<file path="config.mk">
export PLATFORM = sky130hd
export DESIGN_NAME = tiled_gemm_sequencer_flat
export DESIGN_NICKNAME = d
export VERILOG_FILES = /design/src/rtl/tile_seq_pkg.sv /design/src/rtl/tiled_gemm_sequencer_if.sv /design/src/rtl/tiled_gemm_sequencer_tile_iter.sv /design/src/rtl/tiled_gemm_sequencer.sv /design/src/flat_wrapper.sv
export SDC_FILE = /design/constraint.sdc
export NUM_CORES = 1
export LEC_CHECK = 0
export BUFFER_PORTS_ARGS = -buffer_cell sky130_fd_sc_hd__buf_2
export CORE_AREA = 2 2 254 256
export CTS_CLUSTER_DIAMETER = 60
export CTS_CLUSTER_SIZE = 30
export DETAILED_ROUTE_END_ITERATION = 10
export DIE_AREA = 0 0 256 258
export GPL_ROUTABILITY_DRIVEN = 0
export PLACE_DENSITY = 0.57
export SLEW_MARGIN = 20
export SYNTH_ARGS = -nofsm -noshare
export SYNTH_HDL_FRONTEND = slang
export SYNTH_HIERARCHICAL = 1
export SYNTH_SLANG_ARGS = --single-unit
</file>
<file path="constraint.sdc">
create_clock -name clk -period 20.6 [get_ports clk]
set_input_delay 2.06 -clock clk [delete_from_list [all_inputs] [get_ports clk]]
set_output_delay 2.06 -clock clk [all_outputs]
set_load 0.005 [all_outputs]
</file>
<file path="src/rtl/tile_seq_pkg.sv">
// Shared types and constants for the tiled GEMM sequencer: FSM states,
// CSR offsets, the unmapped-read pattern and the tile address helper.
package tile_seq_pkg;

    typedef enum logic [3:0] {
        IDLE,
        PRELOAD_B,
        SWITCH,
        COMPUTE,
        DRAIN,
        WB_START,
        WB_WAIT,
        ADVANCE,
        DONE
    } state_t;

    localparam logic [31:0] UNMAPPED = 32'hDEAD_BEEF;

    localparam int unsigned CSR_CTRL     = 32'h00;
    localparam int unsigned CSR_STATUS   = 32'h04;
    localparam int unsigned CSR_M        = 32'h10;
    localparam int unsigned CSR_K        = 32'h14;
    localparam int unsigned CSR_N        = 32'h18;
    localparam int unsigned CSR_A        = 32'h20;
    localparam int unsigned CSR_B        = 32'h24;
    localparam int unsigned CSR_C        = 32'h28;
    localparam int unsigned CSR_D        = 32'h2C;
    localparam int unsigned CSR_DDR      = 32'h30;
    localparam int unsigned CSR_PROGRESS = 32'h34;
    localparam int unsigned CSR_PERF     = 32'h40;

    // Linear tile index (outer*count + inner) scaled by the tile width.
    function automatic logic [31:0] tile_offset(input logic [15:0] outer,
                                                input logic [15:0] count,
                                                input logic [15:0] inner,
                                                input int unsigned lw);
        return ((32'(outer) * 32'(count)) + 32'(inner)) << lw;
    endfunction

endpackage

</file>
<file path="src/rtl/tiled_gemm_sequencer_if.sv">
// CSR, buffer, core and writeback signals of the tiled GEMM sequencer.
// slave = sequencer side, master = host/environment side.
interface tiled_gemm_sequencer_if #(
    parameter int W              = 16,
    parameter int ADDR_WIDTH     = 10,
    parameter int CSR_ADDR_WIDTH = 8
);
    logic [CSR_ADDR_WIDTH-1:0] csr_addr;
    logic                      csr_wr_en;
    logic [31:0]               csr_wr_data;
    logic [31:0]               csr_rd_data;
    logic                      core_wb_valid;
    logic                      b_load;
    logic [ADDR_WIDTH-1:0]     b_addr;
    logic [$clog2(W)-1:0]      b_index;
    logic                      a_valid;
    logic [ADDR_WIDTH-1:0]     a_addr;
    logic                      a_switch;
    logic                      c_rd_en;
    logic [ADDR_WIDTH-1:0]     c_addr;
    logic                      acc_sel;
    logic                      d_wr_en;
    logic [ADDR_WIDTH-1:0]     d_addr;
    logic [W-1:0]              row_mask;
    logic [W-1:0]              col_mask;
    logic                      axi_start;
    logic [ADDR_WIDTH-1:0]     axi_src_addr;
    logic [31:0]               axi_dest_addr;
    logic [15:0]               axi_length;
    logic                      axi_done;
    logic                      irq;

    modport slave (
        input  csr_addr, csr_wr_en, csr_wr_data, core_wb_valid, axi_done,
        output csr_rd_data, b_load, b_addr, b_index, a_valid, a_addr, a_switch,
               c_rd_en, c_addr, acc_sel, d_wr_en, d_addr, row_mask, col_mask,
               axi_start, axi_src_addr, axi_dest_addr, axi_length, irq
    );

    modport master (
        output csr_addr, csr_wr_en, csr_wr_data, core_wb_valid, axi_done,
        input  csr_rd_data, b_load, b_addr, b_index, a_valid, a_addr, a_switch,
               c_rd_en, c_addr, acc_sel, d_wr_en, d_addr, row_mask, col_mask,
               axi_start, axi_src_addr, axi_dest_addr, axi_length, irq
    );
endinterface

</file>
<file path="src/rtl/tiled_gemm_sequencer_tile_iter.sv">
// (mt, nt, kt) tile loop counters with tile counts and edge-tile remainders.
// Loop order: mt outer, nt middle, kt inner.
module tile_iter #(
    parameter int W = 16
) (
    input  logic                 clk,
    input  logic                 rst,
    input  logic                 clear,
    input  logic                 step_k,
    input  logic                 step_tile,
    input  logic [15:0]          m_size,
    input  logic [15:0]          k_size,
    input  logic [15:0]          n_size,
    output logic [15:0]          mt,
    output logic [15:0]          nt,
    output logic [15:0]          kt,
    output logic [15:0]          n_tiles,
    output logic [15:0]          k_tiles,
    output logic [$clog2(W):0]   m_rem,
    output logic [$clog2(W):0]   k_rem,
    output logic [$clog2(W):0]   n_rem,
    output logic                 last_k,
    output logic                 last_tile
);
    localparam int LW = $clog2(W);

    logic [15:0] m_tiles;

    function automatic logic [15:0] tiles(input logic [15:0] total);
        logic [16:0] sum;
        sum = 17'(total) + 17'(W - 1);
        return 16'(sum >> LW);
    endfunction

    // min(W, total - t*W), clamped at zero
    function automatic logic [LW:0] rem(input logic [15:0] total, input logic [15:0] t);
        logic [31:0] used;
        logic [31:0] left;
        used = 32'(t) << LW;
        left = 32'(total) - used;
        if (32'(total) <= used) return '0;
        if (left >= 32'(W)) return (LW+1)'(W);
        return left[LW:0];
    endfunction

    assign m_tiles   = tiles(m_size);
    assign n_tiles   = tiles(n_size);
    assign k_tiles   = tiles(k_size);
    assign m_rem     = rem(m_size, mt);
    assign n_rem     = rem(n_size, nt);
    assign k_rem     = rem(k_size, kt);
    assign last_k    = (kt == k_tiles - 16'd1);
    assign last_tile = (mt == m_tiles - 16'd1) && (nt == n_tiles - 16'd1);

    always_ff @(posedge clk) begin
        if (rst || clear) begin
            mt <= '0;
            nt <= '0;
            kt <= '0;
        end else if (step_k) begin
            kt <= kt + 16'd1;
        end else if (step_tile) begin
            kt <= '0;
            if (nt == n_tiles - 16'd1) begin
                nt <= '0;
                mt <= mt + 16'd1;
            end else begin
                nt <= nt + 16'd1;
            end
        end
    end

endmodule

</file>
<file path="src/rtl/tiled_gemm_sequencer.sv">
// Tiled GEMM sequencer: CSR block, tile FSM and buffer/writeback address generation.
// Optional busy-cycle counter at CSR 0x40 when TILE_PERF_CNT_EN is defined.
module tiled_gemm_sequencer
    import tile_seq_pkg::*;
#(
    parameter int W              = 16,
    parameter int ADDR_WIDTH     = 10,
    parameter int CSR_ADDR_WIDTH = 8
) (
    input logic                   clk,
    input logic                   rst,
    tiled_gemm_sequencer_if.slave bus
);
    localparam int LW = $clog2(W);

    state_t                state, state_next;
    logic [15:0]           m_size, k_size, n_size;
    logic [ADDR_WIDTH-1:0] a_base, b_base, c_base, d_base;
    logic [31:0]           ddr_base;
    logic                  err, done;
    logic [LW-1:0]         idx;
    logic [LW:0]           row;

    logic [15:0]           mt, nt, kt, n_tiles, k_tiles;
    logic [LW:0]           m_rem, k_rem, n_rem;
    logic                  last_k, last_tile;
    logic                  accept, zero_start, step_k, step_tile;
    logic                  start_req, size_ok, idx_last, wr_row;
    logic [31:0]           csr_sel, tile_lin;
    logic [ADDR_WIDTH-1:0] d_tile;

    assign csr_sel   = 32'(bus.csr_addr);
    assign start_req = bus.csr_wr_en && (csr_sel == CSR_CTRL) && bus.csr_wr_data[0];
    assign size_ok   = (m_size != '0) && (k_size != '0) && (n_size != '0);
    assign idx_last  = (idx == LW'(W - 1));
    assign wr_row    = ((state == COMPUTE) || (state == DRAIN)) && bus.core_wb_valid && (row < m_rem);
    assign tile_lin  = tile_offset(mt, n_tiles, nt, LW);
    assign d_tile    = ADDR_WIDTH'(32'(d_base) + tile_lin);

    tile_iter #(.W(W)) u_iter (
        .clk       (clk),
        .rst       (rst),
        .clear     (accept),
        .step_k    (step_k),
        .step_tile (step_tile),
        .m_size    (m_size),
        .k_size    (k_size),
        .n_size    (n_size),
        .mt        (mt),
        .nt        (nt),
        .kt        (kt),
        .n_tiles   (n_tiles),
        .k_tiles   (k_tiles),
        .m_rem     (m_rem),
        .k_rem     (k_rem),
        .n_rem     (n_rem),
        .last_k    (last_k),
        .last_tile (last_tile)
    );

    function automatic logic [W-1:0] mask_of(input logic [LW:0] rem_cnt);
        logic [W-1:0] m;
        for (int i = 0; i < W; i++) m[i] = (32'(i) < 32'(rem_cnt));
        return m;
    endfunction

    always_ff @(posedge clk) begin
        if (rst) state <= IDLE;
        else     state <= state_next;
    end

    always_comb begin
        state_next = state;
        accept     = 1'b0;
        zero_start = 1'b0;
        step_k     = 1'b0;
        step_tile  = 1'b0;
        unique case (state)
            IDLE: begin
                if (start_req) begin
                    if (size_ok) begin
                        accept     = 1'b1;
                        state_next = PRELOAD_B;
                    end else begin
                        zero_start = 1'b1;
                    end
                end
            end
            PRELOAD_B: if (idx_last) state_next = SWITCH;
            SWITCH:    state_next = COMPUTE;
            COMPUTE:   if (idx_last) state_next = DRAIN;
            DRAIN: begin
                if (row == m_rem) begin
                    if (last_k) begin
                        state_next = WB_START;
                    end else begin
                        step_k     = 1'b1;
                        state_next = PRELOAD_B;
                    end
                end
            end
            WB_START: state_next = WB_WAIT;
            WB_WAIT:  if (bus.axi_done) state_next = ADVANCE;
            ADVANCE: begin
                if (last_tile) begin
                    state_next = DONE;
                end else begin
                    step_tile  = 1'b1;
                    state_next = PRELOAD_B;
                end
            end
            DONE:    state_next = IDLE;
            default: state_next = IDLE;
        endcase
    end

    // idx sweeps 0..W-1 within PRELOAD_B and COMPUTE; row counts result rows per kt pass
    always_ff @(posedge clk) begin
        if (rst || (state_next != state)) idx <= '0;
        else if ((state == PRELOAD_B) || (state == COMPUTE)) idx <= idx + LW'(1);

        if (rst || ((state_next == PRELOAD_B) && (state != PRELOAD_B))) row <= '0;
        else if (wr_row) row <= row + (LW+1)'(1);
    end

    always_ff @(posedge clk) begin
        if (rst) begin
            m_size   <= '0;
            k_size   <= '0;
            n_size   <= '0;
            a_base   <= '0;
            b_base   <= '0;
            c_base   <= '0;
            d_base   <= '0;
            ddr_base <= '0;
            err      <= 1'b0;
            done     <= 1'b0;
        end else begin
            if (bus.csr_wr_en) begin
                case (csr_sel)
                    CSR_M:   m_size   <= bus.csr_wr_data[15:0];
                    CSR_K:   k_size   <= bus.csr_wr_data[15:0];
                    CSR_N:   n_size   <= bus.csr_wr_data[15:0];
                    CSR_A:   a_base   <= bus.csr_wr_data[ADDR_WIDTH-1:0];
                    CSR_B:   b_base   <= bus.csr_wr_data[ADDR_WIDTH-1:0];
                    CSR_C:   c_base   <= bus.csr_wr_data[ADDR_WIDTH-1:0];
                    CSR_D:   d_base   <= bus.csr_wr_data[ADDR_WIDTH-1:0];
                    CSR_DDR: ddr_base <= bus.csr_wr_data;
                    default: ;
                endcase
            end
            if (accept) begin
                err  <= 1'b0;
                done <= 1'b0;
            end else if (zero_start) begin
                err <= 1'b1;
            end
            if ((state == ADVANCE) && (state_next == DONE)) done <= 1'b1;
        end
    end

`ifdef TILE_PERF_CNT_EN
    logic [31:0] perf_cnt;

    always_ff @(posedge clk) begin
        if (rst || accept)   perf_cnt <= '0;
        else if (state != IDLE) perf_cnt <= perf_cnt + 32'd1;
    end
`endif

    always_comb begin
        case (csr_sel)
            CSR_CTRL:     bus.csr_rd_data = '0;
            CSR_STATUS:   bus.csr_rd_data = {29'd0, err, done, state != IDLE};
            CSR_M:        bus.csr_rd_data = {16'd0, m_size};
            CSR_K:        bus.csr_rd_data = {16'd0, k_size};
            CSR_N:        bus.csr_rd_data = {16'd0, n_size};
            CSR_A:        bus.csr_rd_data = 32'(a_base);
            CSR_B:        bus.csr_rd_data = 32'(b_base);
            CSR_C:        bus.csr_rd_data = 32'(c_base);
            CSR_D:        bus.csr_rd_data = 32'(d_base);
            CSR_DDR:      bus.csr_rd_data = ddr_base;
            CSR_PROGRESS: bus.csr_rd_data = {2'b00, mt[9:0], nt[9:0], kt[9:0]};
`ifdef TILE_PERF_CNT_EN
            CSR_PERF:     bus.csr_rd_data = perf_cnt;
`endif
            default:      bus.csr_rd_data = UNMAPPED;
        endcase
    end

    // Address outputs are held at zero outside the state that owns them
    always_comb begin
        bus.b_load        = 1'b0;
        bus.b_addr        = '0;
        bus.b_index       = '0;
        bus.a_valid       = 1'b0;
        bus.a_addr        = '0;
        bus.a_switch      = 1'b0;
        bus.c_rd_en       = 1'b0;
        bus.c_addr        = '0;
        bus.d_wr_en       = wr_row;
        bus.d_addr        = '0;
        bus.axi_start     = 1'b0;
        bus.axi_src_addr  = '0;
        bus.axi_dest_addr = '0;
        bus.axi_length    = '0;
        bus.irq           = 1'b0;
        bus.acc_sel       = (kt != '0);
        bus.row_mask      = mask_of(k_rem);
        bus.col_mask      = mask_of(n_rem);
        unique case (state)
            PRELOAD_B: begin
                bus.b_load  = ({1'b0, idx} < k_rem);
                bus.b_addr  = ADDR_WIDTH'(32'(b_base) + tile_offset(kt, n_tiles, nt, LW) + 32'(idx));
                bus.b_index = idx;
            end
            SWITCH: bus.a_switch = 1'b1;
            COMPUTE: begin
                bus.a_valid = ({1'b0, idx} < m_rem);
                bus.c_rd_en = ({1'b0, idx} < m_rem);
                bus.a_addr  = ADDR_WIDTH'(32'(a_base) + tile_offset(mt, k_tiles, kt, LW) + 32'(idx));
                bus.c_addr  = ADDR_WIDTH'(32'(bus.acc_sel ? d_base : c_base) + tile_lin + 32'(idx));
                bus.d_addr  = d_tile + ADDR_WIDTH'(row);
            end
            DRAIN: bus.d_addr = d_tile + ADDR_WIDTH'(row);
            WB_START: begin
                bus.axi_start     = 1'b1;
                bus.axi_src_addr  = d_tile;
                bus.axi_dest_addr = ddr_base + (tile_lin << LW);
                bus.axi_length    = 16'(m_rem) * 16'(n_rem);
            end
            DONE:    bus.irq = 1'b1;
            default: ;
        endcase
    end

endmodule

</file>
<file path="src/flat_wrapper.sv">
// flat-port wrapper written by rule: the top's interface ports become plain ports
module tiled_gemm_sequencer_flat import tile_seq_pkg::*;
#(
    parameter int W              = 16,
    parameter int ADDR_WIDTH     = 10,
    parameter int CSR_ADDR_WIDTH = 8
)
  (clk, rst, bus_csr_addr, bus_csr_wr_en, bus_csr_wr_data, bus_core_wb_valid, bus_axi_done, bus_csr_rd_data, bus_b_load, bus_b_addr, bus_b_index, bus_a_valid, bus_a_addr, bus_a_switch, bus_c_rd_en, bus_c_addr, bus_acc_sel, bus_d_wr_en, bus_d_addr, bus_row_mask, bus_col_mask, bus_axi_start, bus_axi_src_addr, bus_axi_dest_addr, bus_axi_length, bus_irq);
  tiled_gemm_sequencer_if #(.W(W), .ADDR_WIDTH(ADDR_WIDTH), .CSR_ADDR_WIDTH(CSR_ADDR_WIDTH)) bus_i ();
  input logic clk;
  input logic rst;
  input wire logic [$bits(bus_i.csr_addr)-1:0] bus_csr_addr;
  input wire logic [$bits(bus_i.csr_wr_en)-1:0] bus_csr_wr_en;
  input wire logic [$bits(bus_i.csr_wr_data)-1:0] bus_csr_wr_data;
  input wire logic [$bits(bus_i.core_wb_valid)-1:0] bus_core_wb_valid;
  input wire logic [$bits(bus_i.axi_done)-1:0] bus_axi_done;
  output wire logic [$bits(bus_i.csr_rd_data)-1:0] bus_csr_rd_data;
  output wire logic [$bits(bus_i.b_load)-1:0] bus_b_load;
  output wire logic [$bits(bus_i.b_addr)-1:0] bus_b_addr;
  output wire logic [$bits(bus_i.b_index)-1:0] bus_b_index;
  output wire logic [$bits(bus_i.a_valid)-1:0] bus_a_valid;
  output wire logic [$bits(bus_i.a_addr)-1:0] bus_a_addr;
  output wire logic [$bits(bus_i.a_switch)-1:0] bus_a_switch;
  output wire logic [$bits(bus_i.c_rd_en)-1:0] bus_c_rd_en;
  output wire logic [$bits(bus_i.c_addr)-1:0] bus_c_addr;
  output wire logic [$bits(bus_i.acc_sel)-1:0] bus_acc_sel;
  output wire logic [$bits(bus_i.d_wr_en)-1:0] bus_d_wr_en;
  output wire logic [$bits(bus_i.d_addr)-1:0] bus_d_addr;
  output wire logic [$bits(bus_i.row_mask)-1:0] bus_row_mask;
  output wire logic [$bits(bus_i.col_mask)-1:0] bus_col_mask;
  output wire logic [$bits(bus_i.axi_start)-1:0] bus_axi_start;
  output wire logic [$bits(bus_i.axi_src_addr)-1:0] bus_axi_src_addr;
  output wire logic [$bits(bus_i.axi_dest_addr)-1:0] bus_axi_dest_addr;
  output wire logic [$bits(bus_i.axi_length)-1:0] bus_axi_length;
  output wire logic [$bits(bus_i.irq)-1:0] bus_irq;
  assign bus_i.csr_addr = bus_csr_addr;
  assign bus_i.csr_wr_en = bus_csr_wr_en;
  assign bus_i.csr_wr_data = bus_csr_wr_data;
  assign bus_i.core_wb_valid = bus_core_wb_valid;
  assign bus_i.axi_done = bus_axi_done;
  assign bus_csr_rd_data = bus_i.csr_rd_data;
  assign bus_b_load = bus_i.b_load;
  assign bus_b_addr = bus_i.b_addr;
  assign bus_b_index = bus_i.b_index;
  assign bus_a_valid = bus_i.a_valid;
  assign bus_a_addr = bus_i.a_addr;
  assign bus_a_switch = bus_i.a_switch;
  assign bus_c_rd_en = bus_i.c_rd_en;
  assign bus_c_addr = bus_i.c_addr;
  assign bus_acc_sel = bus_i.acc_sel;
  assign bus_d_wr_en = bus_i.d_wr_en;
  assign bus_d_addr = bus_i.d_addr;
  assign bus_row_mask = bus_i.row_mask;
  assign bus_col_mask = bus_i.col_mask;
  assign bus_axi_start = bus_i.axi_start;
  assign bus_axi_src_addr = bus_i.axi_src_addr;
  assign bus_axi_dest_addr = bus_i.axi_dest_addr;
  assign bus_axi_length = bus_i.axi_length;
  assign bus_irq = bus_i.irq;
  tiled_gemm_sequencer #(.W(W), .ADDR_WIDTH(ADDR_WIDTH), .CSR_ADDR_WIDTH(CSR_ADDR_WIDTH)) u_core (.clk(clk), .rst(rst), .bus(bus_i));
endmodule
</file>
### Yosys cells after proc, flatten, opt, wreduce, memory -nomap -nowiden

Index checks and enable logic that the tools add are counted.
W data, S select, Z words.

| word-level totals | value |
|---|---|
| bits in registers | 183 |
| input port bits | 45 |
| output and inout bits | 174 |
| logic and storage cells | 211 |

| cells by class | value |
|---|---|
| add/sub/neg operators | 26 |
| multipliers | 4 |
| magnitude comparators | 41 |
| eq/ne operators | 27 |
| mux-type cells | 61 |
| bitwise operators | 1 |
| reduce and logical (&&, ||, !) cells | 35 |

Operators with widths:

| operator | number |
|---|---|
| $pmux W32 S11 | 1 |
| $ge A32 B5 Y1 const B | 3 |
| $lt A4 B5 Y1 const A | 16 |
| $mux W10 | 7 |
| $reduce_bool A16 Y1 | 4 |
| $sub A16 B20 Y21 | 3 |
| $le A16 B20 Y1 | 3 |
| $mux W5 | 12 |
| $add A16 B4 Y17 const B | 3 |
| $add A16 B1 Y16 const B | 3 |
| $eq A16 B16 Y1 | 3 |
| $eq A8 B6 Y1 const B | 6 |
| $mux W16 | 3 |
| $sub A13 B1 Y14 const B | 3 |
| $add A10 B10 Y10 | 4 |
| $lt A3 B5 Y1 const A | 8 |
| $add A32 B32 Y32 | 1 |
| $logic_not A32 Y1 | 1 |
| $mul A16 B13 Y6 | 2 |
| $mux W32 | 1 |
| $mux W4 | 8 |
| $pmux W4 S8 | 1 |
| $add A10 B4 Y10 | 3 |
| $mux W1 | 27 |
| other kinds (30) | 69 |

### Depth between registers and ports, before layout

Gate-level depths: netlist (run 1).

| depth | value |
|---|---|
| depth after elaboration | 12 |
| depth in mapped cells | 37 |

### By module

Netlist (run 1), hierarchy kept.

Modules (own cells, without submodules):

| module | times used | cells each | area an instance (µm²) | seq. area each (µm²) |
|---|---|---|---|---|
| tiled_gemm_sequencer | 1 | 2462 | 19328.5 | 2702.6 |
| tile_iter | 1 | 903 | 6441.2 | 960.9 |

### Worst setup path before layout (run 1)

OpenSTA, ideal clock, no wires.

| timing path | value |
|---|---|
| path type | reg-to-output |
| from | register u_core.n_size[6] |
| to | output port bus_axi_dest_addr[31] |
| arrival | 7685 ps |
| path slack | 10855 ps |
| cell stages (with the launch flop) | 32 |
| path buffers | 2 |
| cells stage by stage | dfxtp_1 -> buf_2 -> and4_1 -> nand4_1 -> or3_1 -> xnor2_1 -> clkbuf_1 -> nand2_1 -> fa_1 -> inv_1 -> fa_1 -> fa_1 -> fa_1 -> fa_1 -> inv_1 -> fa_1 -> inv_1 -> ha_1 -> a21oi_1 -> o21a_1 -> nand2_1 -> o21ai_0 -> o21bai_1 -> a21oi_1 -> xnor2_1 -> ha_1 -> o21a_1 -> and3_1 -> a211oi_1 -> a21oi_1 -> xnor2_1 -> nor2_1 |

| on the way | value |
|---|---|
| word-level cells in the longest chain between the ends | 5 |

RTL lines:

| item | line | source |
|---|---|---|
| from (decl) | tiled_gemm_sequencer.sv:17 | `logic [15:0] m_size, k_size, n_size;` |
| from (signal assigned) | tiled_gemm_sequencer.sv:143 | `CSR_N: n_size <= bus.csr_wr_data[15:0];` |
| $add A16 B4 Y17 | tiled_gemm_sequencer_tile_iter.sv:31 | `sum = 17'(total) + 17'(W - 1);` |
| net u_core.n_tiles[11] | tiled_gemm_sequencer.sv:24 | `logic [15:0] mt, nt, kt, n_tiles, k_tiles;` |
| $mul A16 B13 Y24 | tile_seq_pkg.sv:37 | `return ((32'(outer) * 32'(count)) + 32'(inner)) << lw;` |
| $add A24 B16 Y24 | tile_seq_pkg.sv:37 |  |
| $add A32 B32 Y32 | tiled_gemm_sequencer.sv:229 | `bus.axi_dest_addr = ddr_base + (tile_lin << LW);` |
| $mux W32 | tiled_gemm_sequencer.sv:211 | `unique case (state)` |
| to (decl) | flat_wrapper.sv:33 | `output wire logic [$bits(bus_i.axi_dest_addr)-1:0] bus_axi_dest_addr;` |

The timed path passes the listed nets, and every way through them passes these cells.

### Final worst setup path (run 1)

| timing path | value |
|---|---|
| from | register u_core.n_size[5] |
| to | output port bus_axi_dest_addr[31] |

The elaborated chain is that of the path after synthesis.

==> metrics.txt, run 1 <==
status=completed; max-cap viol count=0; CTS Buffer Depth=2; synth warn=6; Syn-to-layout area delta=9.65%; CP max stage delay=~840 ps; Cells after Synth=3356; Setup TNS=0 ps; worst hold path type=reg2reg; post-route minimum period=11160 ps; Avg Synthesized Cell Area=7.66 sq um; Max Freq=89.6 MHz; r2r setup slk=between 10000 and 15000 ps; Iteration-0 DRC Markers=approximately 2.2k; Power Total=between 700 and 800 uW; Worst Path Max Fanout=16; total detailed-routing wirelength=about 87000 um; input/output buffers=212; die area=66000 sq um; actual slew at the worst max-slew pin=approximately 1100 ps; leakage dissipation=between 0.01 and 0.015 uW; max-slew violations=0; crit path DAT=9100 ps; Final Core Density=44.3%; worst-skew pair later-pin latency=510 ps; crit end category=output pin; fillers=6625; Fin. Hold Viols=0; CTS tree=yes; RSZ-0062 raised after global routing=no; pre-CTS setup slack=9990 ps; Rows=93; Vias=around 24k; Reg clk slew, reported paths=90 ps; core area=63600 sq um; post_cts resized=0; Min Hold Slack=478 ps; skew final=17.0 ps; power density over the cells=26.7 nW/um^2; IO Pins=219; clk root buf=clkbuf_16; clock sink total=183; synthesized cell area=25700 sq um; crit path launch type=register; # setup viols final=0; GRT Util Overall=26.0%; grt ovf=0; share of layout cells above drive strength 1=9.86%; first-pass GRT wire length=134000 um; initial antenna violation count=4; slowest CP cell=nor4_1; CP Data Required Time=between 15000 and 20000 ps; drt wl/cell=19.9 um; die span in y=258 um; buffer count from post-CTS setup fixing=0; DRC=0; Vias per Instance=5.50; Period Utilization, post-route=54.2%; Rel. slew slack=29.4%; largest net degree at the start of global routing=49; worst setup margin=9440 ps; most frequent cell on the critical path=fa_1; final antenna-violating net count=0; H-tree depth=4; CTS Buf Count=17; hold_buf cts=0; die width=256 um; kind of critical path=reg2out; vias in the first global route=23.0k; hpwl dp=a little under 70000 um; Starting Density=40.4%; final net count=3966; maximum ir drop on the vdd rail=about 48 uV; drt first pass iters=8
==> final cells by class <==
cell class / instances / area (sq um) / share of cell area [%]
multi-input combinational: 2592 / 19800 / 70.4
sequential: 183 / 3660 / 13.0
inverter: 424 / 1590 / 5.65
timing repair buffer: 257 / 1400 / 4.97
tap: 855 / 1070 / 3.80
clock buffer: 17 / 425 / 1.51
clock inverter: 15 / 200 / 0.710
antenna: 2 / 5.00 / 0.0178
==> state kept, by name (all words and copies together) (netlist names), 4 cells and up <==
signal            count
u_core/c_base        10
u_core/m_size        16
u_core/state          4
u_core/u_iter/kt     16
u_core/idx            4
u_core/u_iter/nt     16
u_core/ddr_base      32
u_core/b_base        10
u_core/row            5
u_core/d_base        10
u_core/k_size        16
u_core/n_size        16
u_core/a_base        10
u_core/u_iter/mt     16
==> power by group <==
group	internal, uW	switching (uW)
clock	175	184
sequential	354	0.627
combinational	10.5	28.6
==> per-layer routing <==
metal  GRT usage [%]  wire length (um)  vias to the layer above
met5               0                15                        -
met2            41.5             39300                      836
li1                -                 -                    11349
met4            8.35              2160                        2
met3            3.96              5610                      109
met1            36.0             39600                    11611
==> through the flow <==
stage	instances	cell area [sq um]
after floorplan	3363	25700
after global placement	4311	27500
after detailed placement	4311	27500
after CTS	4343	28200
after global routing	4344	28200
final	4345	28200
==> final timing paths <==
path                             from                    end  cells past startpoint
setup reg to reg  u_core/u_iter/mt[4]    u_core/u_iter/mt[6]                     23
setup / recovery     u_core/n_size[5]  bus_axi_dest_addr[31]                     30
hold reg to reg    u_core/ddr_base[4]     u_core/ddr_base[4]                      2
hold / removal     u_core/ddr_base[4]     u_core/ddr_base[4]                      2
==> worst max-delay path: cells and delay by family (launching register included) <==
family          cells  cell delay (ps)
fa+ha+maj           8             3720
compound gates      8             1540
simple gates        5             1250
buf+inv             6              840
flops               1              720
xor+xnor            3              500
==> cell usage in the layout (no fill, tap or decap), drive strengths merged, types with 91 or more instances in the layout <==
cell type	n
nand2	483
inv	428
buf	257
ha	230
nor2	220
fa	216
a21oi	213
dfxtp	183
and2	179
xnor2	158
o21ai	91
No activity file was read; power rests on OpenSTA's default activity.
==> inputs of run 2 (changes only) <==
- clock period: 20.6 -> 10.69 ns (I/O delays scaled with it)
==> run 2 against run 1 <==
Compared with the run above:
- critical path depth increased by 3
- cell count increased by 0.21%
- register-to-register slack got worse by 9800 ps
- sequential share of layout area about the same
- combinational power increased by 93%
- clock skew increased by 11 ps
- sequential power increased by 93%
- wire length increased by 1.3%
- via count increased by 0.77%
- non-clock buffer count increased by 7
- total power increased by 87%
==> metrics.txt, run 2 (synthesis gave the netlist of run 1 again) <==
status=completed (unchanged); post-route minimum period=10070 ps; DRC=0 (unchanged); Rel. slew slack=30.4% (was 29.4%); crit path launch type=register (unchanged); leakage dissipation=0.0132 uW (about the same); CTS Buffer Depth=2 (unchanged); clock sink total=183 (unchanged); CTS tree=yes (unchanged); Worst Path Max Fanout=21 (was 16); actual slew at the worst max-slew pin=1040 ps (was 1050 ps); min-delay src=u_core/done (was u_core/ddr_base[4]); CP Data Required Time=9620 ps (was 18540 ps); Switch Pwr=394 uW (was 213 uW); Rows=93 (unchanged); CP max stage delay=600 ps (was 840 ps); CTS Buf Count=17 (unchanged); Syn-to-layout area delta=9.69% (was 9.65%); Hold Path Stages=1 (was 2); Setup TNS=0 ps (unchanged); IO Pins=219 (unchanged); Iteration-0 DRC Markers=2207 (was 2169); Worst Path Buf+Inv=7 (was 6); Power Total=1410 uW (was 752 uW); Vias per Instance=5.53 (was 5.50); Pint=1020 uW (was 540 uW); most common cell after layout, fill and taps aside=nand2_1 (unchanged); worst-skew pair later-pin latency=500 ps (was 510 ps); worst setup margin=622 ps (was 9440 ps); Hold Path End=u_core/done (was u_core/ddr_base[4]); GRT Util Overall=26.3% (was 26.0%); die width=256 um (unchanged); die area=66000 sq um (unchanged); Max Freq=99.3 MHz; vias in the first global route=23.1k (was 23.0k); grt ovf=0 (unchanged); die span in y=258 um (unchanged); largest net degree at the start of global routing=69 (was 49); CP delay by family, top=adder cells (unchanged); hpwl dp=68700 um (was 67400 um); Fin. Hold Viols=0 (unchanged); Starting Density=40.4% (unchanged); initial antenna violation count=6 (was 4); r2r setup slk=3070 ps (was 12850 ps); fin area=28200 sq um (about the same); reg-to-reg startpoint=u_core/u_iter/mt[2] (was u_core/u_iter/mt[4]); worst r2r path cells=22 (was 23); RSZ-0062 raised after global routing=no (unchanged); most frequent cells in the layout=nand2_1 (480), inv_1 (423), ha_1 (230) (unchanged); first-pass GRT wire length=135000 um (was 134000 um); slowest CP cell=inv_1 (was nor4_1); Cell Area, Placed=27600 sq um (was 27500 sq um); max-cap viol count=0 (unchanged); clk root buf=clkbuf_16 (unchanged); max-slew violations=0 (unchanged); total detailed-routing wirelength=87800 um (was 86700 um); crit path DAT=9000 ps (was 9100 ps); non-filler cells, final=4354 (was 4345); worst hold path type=reg2reg (unchanged); maximum ir drop on the vdd rail=116 uV (was 47.8 uV); Period Utilization, post-route=94.2%; share of layout cells above drive strength 1=10.1% (was 9.86%); sw frac=27.9% (was 28.3%); power density over the cells=50.0 nW/um^2 (was 26.7 nW/um^2); Placed Cells=4316 (was 4311); pre-CTS setup slack=1020 ps (was 9990 ps); kind of critical path=reg2out (unchanged); skew final=27.7 ps (was 17.0 ps); final net count=3973 (was 3966); # setup viols final=0 (unchanged); part of the power in the clock network=46.2% (was 47.7%); part of the power in registers=48.4% (was 47.1%); crit end category=output pin (unchanged); Vias=24.1k (was 23.9k); drt first pass iters=7 (was 8); end of the worst register-to-register path=u_core/u_iter/mt[14] (was u_core/u_iter/mt[6]); final antenna-violating net count=0 (unchanged); Reg clk slew, reported paths=80 ps (was 90 ps); input/output buffers=212 (unchanged); combinational fraction of design power=5.4% (was 5.2%); max reg flops=32 (unchanged); drt wl/cell=20.2 um (was 19.9 um); H-tree depth=4 (unchanged); core area=63600 sq um (unchanged); Largest Register=u_core/ddr_base (unchanged)
==> run 2: through the flow <==
step                hold WS (ps)  utilization (%)
finish                       480             44.3
global route                 499             44.3
CTS                          473             44.2
detailed placement           450             43.3
global placement             456             43.3
floorplan                    427                -
==> run 2: layout make-up <==
class / instances / area (sq um)
Tap cell: 855 / 1070
Multi-Input combinational cell: 2592 / 19800
Antenna cell: 4 / 10.0
Sequential cell: 183 / 3670
Clock inverter: 13 / 131
Clock buffer: 19 / 443
Timing Repair Buffer: 264 / 1450
Inverter: 424 / 1590
Fill cell: 6589 / 35500
==> run 2: worst max-delay path by stage <==
| stage | cells past startpoint | endpoint | slack, ps | startpoint |
|---|---|---|---|---|
| floorplan | 31 | bus_axi_dest_addr[31] | 1940 | u_core/n_size[6] |
| global placement | 30 | bus_axi_dest_addr[31] | 1080 | u_core/n_size[5] |
| detailed placement | 30 | bus_axi_dest_addr[31] | 1020 | u_core/n_size[5] |
| CTS | 33 | bus_axi_dest_addr[31] | 470 | u_core/n_size[3] |
| global route | 33 | bus_axi_dest_addr[31] | 30 | u_core/n_size[8] |
| finish | 33 | bus_axi_dest_addr[30] | 620 | u_core/n_size[0] |
==> run 2: timing repair <==
action,CTS,global route
hold buffers,0,0
endpoints found under the hold margin,0,0
gates resized for setup,0,4
setup endpoints to repair,0,2
buffers inserted,0,2
==> run 2: worst reg2reg max path, stage by stage (launching register included) <==
cell and delay, ps:
dfxtp_1 930, inv_1 230, ha_1 390, nand3_1 130
a21oi_1 50, a211oi_1 360, o21bai_1 140, a41oi_1 320
nor2_1 60, or4_1 550, nor4_2 790, and2_1 500
inv_1 150, ha_1 310, nand4_1 120, or2_2 170
nor3_1 70, buf_4 180, and2b_1 810, and4_1 470
nand3_1 250, or3_1 400, a21oi_1 150
==> run 2: metal layers <==
layer | up-vias | global-route usage, % | part of all wire, %
li1 | 11343 | - | -
met3 | 124 | 4.45 | 7.1
met5 | - | 0 | 0
met2 | 902 | 41.8 | 45
met1 | 11721 | 36.2 | 45
met4 | 0 | 8.76 | 2.7
==> run 2: power groups by stage <==
stage / logic (uW) / registers, uW / clock network, uW
after floorplan: 42.0 / 698 / 0
after global placement: 72.4 / 699 / 0
after detailed placement: 72.4 / 699 / 0
after CTS: 72.5 / 683 / 663
after global routing: 79.5 / 683 / 689
final: 75.7 / 683 / 652
